`config.mk`:
```
export PLATFORM = sky130hd
export DESIGN_NAME = dsp_mac_seq
export DESIGN_NICKNAME = d
export VERILOG_FILES = /design/src/rtl/dsp_ctrl_pkg.sv /design/src/rtl/dsp_tag_pipe.sv /design/src/rtl/dsp_mac_seq.sv
export SDC_FILE = /design/constraint.sdc
export NUM_CORES = 1
export LEC_CHECK = 0
export ABC_AREA = 1
export BUFFER_PORTS_ARGS = -buffer_cell sky130_fd_sc_hd__clkbuf_2
export CORE_AREA = 2 2 87 89
export DETAILED_ROUTE_END_ITERATION = 8
export DIE_AREA = 0 0 89 91
export PLACE_DENSITY = 0.76
export SYNTH_ARGS = -nofsm -noshare
export SYNTH_HDL_FRONTEND = slang
export SYNTH_SLANG_ARGS = --single-unit
export TNS_END_PERCENT = 100
```
`constraint.sdc`:
```
create_clock -name clk -period 3 [get_ports clk]
set_input_delay 0.6 -clock clk [delete_from_list [all_inputs] [get_ports clk]]
set_output_delay 0.6 -clock clk [all_outputs]
set_load 0.05 [all_outputs]
```
`src/rtl/dsp_ctrl_pkg.sv`:
```
// Shared types and constants for the DSP-slice MAC sequencer.
package dsp_ctrl_pkg;

  localparam int A_W     = 25;
  localparam int B_W     = 18;
  localparam int DSP_A_W = 30;
  localparam int P_W     = 48;

  typedef enum logic [1:0] {
    ST_IDLE  = 2'd0,
    ST_RUN   = 2'd1,
    ST_DRAIN = 2'd2,
    ST_DONE  = 2'd3
  } state_t;

  // X=M, Y=M, Z=0: first product of a job starts a fresh sum
  localparam logic [6:0] OPMODE_MM_ZERO = 7'h05;
  // X=M, Y=M, Z=P: later products add onto the running sum
  localparam logic [6:0] OPMODE_MM_P    = 7'h25;

  localparam logic [3:0] ALUMODE_ADD    = 4'b0000;
  localparam logic [4:0] INMODE_A2B2    = 5'b00000;
  localparam logic [1:0] CARRYINSEL_CIN = 2'b00;

  typedef struct packed {
    logic valid;
    logic first;
    logic last;
  } tag_t;

  localparam tag_t TAG_NONE = '{valid: 1'b0, first: 1'b0, last: 1'b0};

  // Slice A port is 30 bits wide; the multiplier only uses the low 25.
  function automatic logic [DSP_A_W-1:0] sext_a(input logic [A_W-1:0] a);
    return {{(DSP_A_W - A_W){a[A_W-1]}}, a};
  endfunction

  // Mode word for the P stage; idle cycles hold the accumulate encoding.
  function automatic logic [6:0] opmode_for(input logic valid, input logic first);
    logic [6:0] op;
    if (valid && first) begin
      op = OPMODE_MM_ZERO;
    end else begin
      op = OPMODE_MM_P;
    end
    return op;
  endfunction

endpackage

```
`src/rtl/dsp_tag_pipe.sv`:
```
// Shift register of tags that mirrors the slice's internal register stages.
// Stage 0 lines up with the A/B registers, the last stage with the M register.
module dsp_tag_pipe
  import dsp_ctrl_pkg::*;
#(
  parameter int DEPTH = 2
) (
  input  logic             clk,
  input  logic             rst,
  input  tag_t             push,
  output logic [DEPTH-1:0] valid_vec,
  output logic             tail_first,
  output logic             tail_last
);

  tag_t [DEPTH-1:0] pipe;

  // Shift a new tag in every cycle; empty cycles carry an invalid tag as a bubble
  always_ff @(posedge clk or posedge rst) begin
    if (rst) begin
      pipe <= '0;
    end else begin
      pipe[0] <= push;
      for (int i = 1; i < DEPTH; i++) begin
        pipe[i] <= pipe[i-1];
      end
    end
  end

  // Fan out per-stage valids and the tail's job markers
  always_comb begin
    valid_vec = '0;
    for (int i = 0; i < DEPTH; i++) begin
      valid_vec[i] = pipe[i].valid;
    end
    tail_first = pipe[DEPTH-1].first;
    tail_last  = pipe[DEPTH-1].last;
  end

endmodule

```
`src/rtl/dsp_mac_seq.sv`:
```
// Dot-product job sequencer for a single DSP slice (AREG=BREG=MREG=PREG=1).
// Streams operand pairs into the slice, steers the Z mux so each job's first
// product restarts the accumulator, and returns the 48-bit wrapped sum.
module dsp_mac_seq
  import dsp_ctrl_pkg::*;
#(
  parameter int N_W = 10
) (
  input  logic           clk,
  input  logic           rst,
  input  logic           cfg_valid,
  output logic           cfg_ready,
  input  logic [N_W-1:0] cfg_len,
  input  logic           in_valid,
  output logic           in_ready,
  input  logic [24:0]    in_a,
  input  logic [17:0]    in_b,
  output logic [29:0]    dsp_a,
  output logic [17:0]    dsp_b,
  output logic           dsp_cea2,
  output logic           dsp_ceb2,
  output logic           dsp_cem,
  output logic           dsp_cep,
  output logic [6:0]     dsp_opmode,
  output logic [3:0]     dsp_alumode,
  output logic [4:0]     dsp_inmode,
  output logic [1:0]     dsp_carryinsel,
  input  logic [47:0]    dsp_p,
  output logic           res_valid,
  input  logic           res_ready,
  output logic [47:0]    res_data,
  output logic           busy
);

  state_t         state;
  logic [N_W-1:0] cnt;
  logic           first;

  logic           accept;
  tag_t           push;
  logic [1:0]     stage_valid;
  logic           tail_first;
  logic           tail_last;

  // An operand pair is taken whenever RUN is active and the source offers one
  always_comb begin
    accept = in_valid && (state == ST_RUN);
  end

  // Build the tag for this cycle; no accept means a bubble enters the pipe
  always_comb begin
    push = TAG_NONE;
    if (accept) begin
      push.valid = 1'b1;
      push.first = first;
      push.last  = (cnt == {N_W{1'b0}});
    end else begin
      push = TAG_NONE;
    end
  end

  dsp_tag_pipe #(
    .DEPTH (2)
  ) u_tag_pipe (
    .clk        (clk),
    .rst        (rst),
    .push       (push),
    .valid_vec  (stage_valid),
    .tail_first (tail_first),
    .tail_last  (tail_last)
  );

  // Job control: load length, count accepts, wait for the final P update, hand off
  always_ff @(posedge clk or posedge rst) begin
    if (rst) begin
      state <= ST_IDLE;
      cnt   <= {N_W{1'b0}};
      first <= 1'b0;
    end else begin
      case (state)
        ST_IDLE: begin
          if (cfg_valid) begin
            cnt   <= cfg_len;
            first <= 1'b1;
            state <= ST_RUN;
          end
        end
        ST_RUN: begin
          if (in_valid) begin
            first <= 1'b0;
            if (cnt == {N_W{1'b0}}) begin
              state <= ST_DRAIN;
            end else begin
              cnt <= cnt - N_W'(1);
            end
          end
        end
        ST_DRAIN: begin
          // Leave as the last product is folded into P; P is final next cycle
          if (stage_valid[1] && tail_last) begin
            state <= ST_DONE;
          end
        end
        ST_DONE: begin
          if (res_ready) begin
            state <= ST_IDLE;
          end
        end
        default: begin
          state <= ST_IDLE;
        end
      endcase
    end
  end

  // Handshake and status decode straight from the state register
  always_comb begin
    cfg_ready = (state == ST_IDLE);
    in_ready  = (state == ST_RUN);
    res_valid = (state == ST_DONE);
    busy      = (state != ST_IDLE);
  end

  // Slice operand and clock-enable drive; CEs follow the tags through the slice
  always_comb begin
    dsp_a          = sext_a(in_a);
    dsp_b          = in_b;
    dsp_cea2       = accept;
    dsp_ceb2       = accept;
    dsp_cem        = stage_valid[0];
    dsp_cep        = stage_valid[1];
    dsp_opmode     = opmode_for(stage_valid[1], tail_first);
    dsp_alumode    = ALUMODE_ADD;
    dsp_inmode     = INMODE_A2B2;
    dsp_carryinsel = CARRYINSEL_CIN;
  end

  // P is held (CEP low) in DONE, so the slice output is the result directly
  always_comb begin
    res_data = dsp_p;
  end

endmodule

```
### Yosys cells after proc, flatten, opt, wreduce, memory -nomap -nowiden

Index checks and enable logic that the tools add are counted.
W data, S select, Z words.

* bits in registers: 19
* bits of input ports: 106

* add/sub/neg operators: 1
* eq/ne operators: 9
* multiplexer cells: 15
* reduce and logical (&&, ||, !) cells: 10

Operator list (count)
* $mux W10: 3
* $pmux W10 S2: 1
* $logic_not A10 Y1: 1
* $mux W2: 5
* $sub A10 B1 Y10 const B: 1
* $ne A2 B2 Y1 const B: 4
* $pmux W2 S4: 1
* $mux W6: 1
* $reduce_and A5 Y1: 1
* $eq A2 B2 Y1 const B: 2
* $ne A2 B1 Y1 const B: 2
* $reduce_and A4 Y1: 1
* $reduce_bool A2 Y1: 2
* $logic_and A1 B1 Y1: 3
* $mux W3: 1
* $reduce_and A3 Y1: 1
* $eq A2 B1 Y1 const B: 1
* $logic_not A2 Y1: 1
* $mux W1: 2
* $pmux W1 S2: 1

### Logic depth before layout (Yosys ltp)

* word-level depth: 4
* gate-level depth with buffers: 10

### Hierarchy

From an unflattened synthesis, not the netlist that was laid out.

* cell total of the unflattened synthesis: 280
* area, all modules: 2049.5 um2

By module, submodules not included
* dsp_mac_seq: instances 1, cells an instance 271, area each 1880.6 um2
* dsp_tag_pipe: instances 1, cells an instance 9, area each 168.9 um2

### Worst setup path after synthesis

OpenSTA, ideal clock, no wires.

* kind: register to output
* start: register state[1]
* end: output dsp_ceb2
* arrival time: 2121 ps
* data required time: 2400 ps
* slack: 279 ps
* stages on the path, launching flop included: 7
* path buffers: 2
* path through: dfrtp_1 > inv_1 > ha_1 > clkbuf_1 > nand2_1 > inv_1 > buf_4

* word-level cells in the longest chain between the ends: 2

Ends and longest elaborated chain
* start: declaration: line dsp_mac_seq.sv:35 `state_t state;`
* start signal: assignment: line dsp_mac_seq.sv:76 `state <= ST_IDLE;`
* start signal: assignment: line dsp_mac_seq.sv:85 `state <= ST_RUN;`
* start signal: assignment: line dsp_mac_seq.sv:92 `state <= ST_DRAIN;`
* $eq A2 B1 Y1
* named net in_ready: line dsp_mac_seq.sv:15 `output logic in_ready,`
* $logic_and A1 B1 Y1: line dsp_mac_seq.sv:47 `accept = in_valid && (state == ST_RUN);`
* end: declaration: line dsp_mac_seq.sv:21 `output logic dsp_ceb2,`

The timed path passes the listed nets, and every way through them passes these cells.

### Final worst setup path

* start: register state[1]
* end: output dsp_cea2

* word-level cells in the longest chain between the ends: 2

Ends and longest elaborated chain
* $eq A2 B1 Y1: line dsp_mac_seq.sv:47
* $logic_and A1 B1 Y1: line dsp_mac_seq.sv:47
* end: declaration: line dsp_mac_seq.sv:20 `output logic dsp_cea2,`

Every way passes these cells.

==> metrics.txt <==
run status finished clean; switching fraction of total power around 56%; post-CTS setup buffers 0; Flop pwr share 26.2%; DRT iter0 DRCs 67; CP Launch Type flop; synth warn 0; clock share of power 10.8%; Syn Inst Count 280; Reg2Reg Depth 8; setup TNS 0 ns; crit path to dsp_cea2; Fin. Hold Viols 0; P_int 0.749 mW; class of the worst hold path flop to flop; RD Place Congestion 0.862; die height 91 um; area grow syn2layout -26.1%; Max rail drop VDD 0.000251 V; post-route ant nets 0; slowest CP cell ha_1; Slew headroom between 50 and 60%; critical path peak fanout 16; CTS sink cnt 19; distinct cell type count after synthesis 20; top-area cell type share of the netlist area 41.9%; R2R Path Start state[1]; # fillers between 800 and 900; Worst-Skew Late Latency 0.26 ns; Tightest Pin Transition 0.693 ns; CP arrival ~2 ns; RSZ-0062 raised after global routing no; drt wl/cell 12.2 um; Total Wirelength 3.70 mm; proportion of layout cells with a drive suffix above 1 22.0%; cell chain of the critical path inv_1, ha_1, nand2_1, inv_1, clkbuf_2; setup violation total in the final timing report 0; delay of the slowest critical-path stage 0.56 ns; placed cell count 300; stages on the worst setup path 5; Rows 31; via density per instance 3.88; achievable frequency 391 MHz; Inserted Clock Buffers 3; PortBufs 23; H-Tree Depth 1; largest net degree at the start of global routing 20; max_cap viols 0; nets 318; Initial Util 28.6%; LEAKAGE 0.817 nW; Final Core Density 21.1%; DP Area 0.00146 sq mm; Top Family by Delay on Critical Path adder cells; Final Slew Violations 0; #FFs+latches synth 19; final HPWL from detailed placement between 3 and 4 mm; final global-route overflow total 0; Finished Layout Cells 304; R2R Setup Slk 0.78 ns; critical path class flop to output port; hold buffers post-CTS 0; Psw just over 0.9 mW; Cell Area, Synth 0.00204 sq mm; PwrDens 1120 mW/mm^2; antenna violations before repair 0; area of the multi-input gates 653 sq um; I/O pin count roughly 230; Total Routing Usage GR 9.23%; drt pass-1 iters 4; most used cell, CP inv_1; synthesized area per cell 7.29 sq um; sequential-to-total area share from yosys stat 23.3%; first-pass GRT wire length 5.69 mm; fin crit share 85.2%; post-CTS sizing 0; core area 0.00714 sq mm; Comb pwr share 63.0%; Critical Path RT about 2.4 ns; area of the die between 0.008 and 0.009 sq mm; total power 1.69 mW; TritonCTS clock tree done; Die W between 80 and 90 um; clock buffer depth 2; Reg-to-Reg End cnt[2]; post-synth top area cell buf_4; Worst-path clk slew 0.07 ns; clock root buffer master clkbuf_8; Buf/Inv on CP 3; dominant cells by area after synthesis buf_4 42%, dfrtp_1 23%, nand2_1 10%, nand3_1 4.2%, ha_1 3.7%; n_diodes 0; clock skew ~0.0018 ns; design area between 0.0015 and 0.002 sq mm; Worst Setup End Kind output port; vias in the first global route 1145; post-layout min period 2.56 ns; DRC violations left 0; Vias 1180; CP Launch Point state[1]; register area 475 sq um
[registers in the layout (all words and copies together), names as in the netlist]
name,flops
state,2
first,1
u_tag_pipe.valid_vec,2
u_tag_pipe.tail_last,1
cnt,10
u_tag_pipe.pipe,2
u_tag_pipe.tail_first,1
[final cells by class]
cell class,count,share of cell area (%)
clock inverters,1,0.332
well taps,99,8.22
flip-flops and latches,19,31.5
repair buffers,23,7.63
inverters,25,6.22
multi-input cells,134,43.3
clock buffers,3,2.74
[power groups by stage]
stage / registers, mW / logic [mW] / clock network, mW
final: 0.441 / 1.06 / 0.183
after floorplan: 0.452 / 1.24 / 0
after detailed placement: 0.446 / 1.08 / 0
after CTS: 0.442 / 1.08 / 0.189
after global routing: 0.452 / 1.21 / 0.202
after global placement: 0.441 / 1.04 / 0
[cell families after synthesis]
group | synth area share [%]
fa+ha+maj | 3.68
flops | 23.3
buf+inv | 47.5
other cells | 0.368
simple gates | 19.9
compound gates | 5.33
[cell usage after synthesis]
cell and n:
inv_1 20, o21ai_0 7, nand3_2 1, dfrtp_1 19, o21ai_2 6, nor3_1 2
buf_4 114, nand2_1 57, clkbuf_1 2, ha_1 6, nand2_2 3, nand4_1 1
nor2_1 13, buf_6 1, inv_2 5, nand3_1 17, conb_1 2, a21oi_1 1
nor2_2 2, a21oi_4 1
[worst min-delay path by stage]
stage / startpoint / to / slack, ns / depth (start not counted)
2_1_floorplan: u_tag_pipe.pipe[1] / u_tag_pipe.tail_first / 0.33 / 0
6_report: u_tag_pipe.pipe[0] / u_tag_pipe.tail_last / 0.35 / 0
5_1_grt: u_tag_pipe.pipe[0] / u_tag_pipe.tail_last / 0.36 / 0
3_5_place_dp: u_tag_pipe.pipe[0] / u_tag_pipe.tail_last / 0.33 / 0
3_3_place_gp: u_tag_pipe.pipe[1] / u_tag_pipe.tail_first / 0.33 / 0
4_1_cts: u_tag_pipe.pipe[0] / u_tag_pipe.tail_last / 0.35 / 0
[stage by stage]
stage | hold WS [ns] | setup slack [ns]
3_5_place_dp | 0.335 | 0.721
2_1_floorplan | 0.331 | 0.279
6_report | 0.351 | 0.444
3_3_place_gp | 0.332 | 0.829
5_1_grt | 0.360 | 0.293
4_1_cts | 0.352 | 0.426
[layer usage]
| metal | share of wire (%) | GRT usage, % |
|---|---|---|
| met3 | 12 | 3.73 |
| met4 | 7.1 | 7.09 |
| met2 | 45 | 14.3 |
| met1 | 36 | 9.75 |
| met5 | 0 | 0 |
[placed cells by master, fill, tap and decap left out]
cell type / synthesis / routed
inv_1: 20 / 20
nand2_2: 3 / 3
nor2_2: 2 / 2
nand2_1: 57 / 57
a21oi_1: 1 / 1
nor2_1: 13 / 13
inv_2: 5 / 5
nand3_1: 17 / 17
clkbuf_2: 0 / 23
ha_1: 6 / 6
clkinv_2: 0 / 1
o21ai_2: 6 / 6
nand4_1: 1 / 1
nand3_2: 1 / 1
conb_1: 2 / 17
clkbuf_8: 0 / 3
a21oi_4: 1 / 1
dfrtp_1: 19 / 19
o21ai_0: 7 / 7
nor3_1: 2 / 2
No activity file was read; power rests on OpenSTA's default activity.
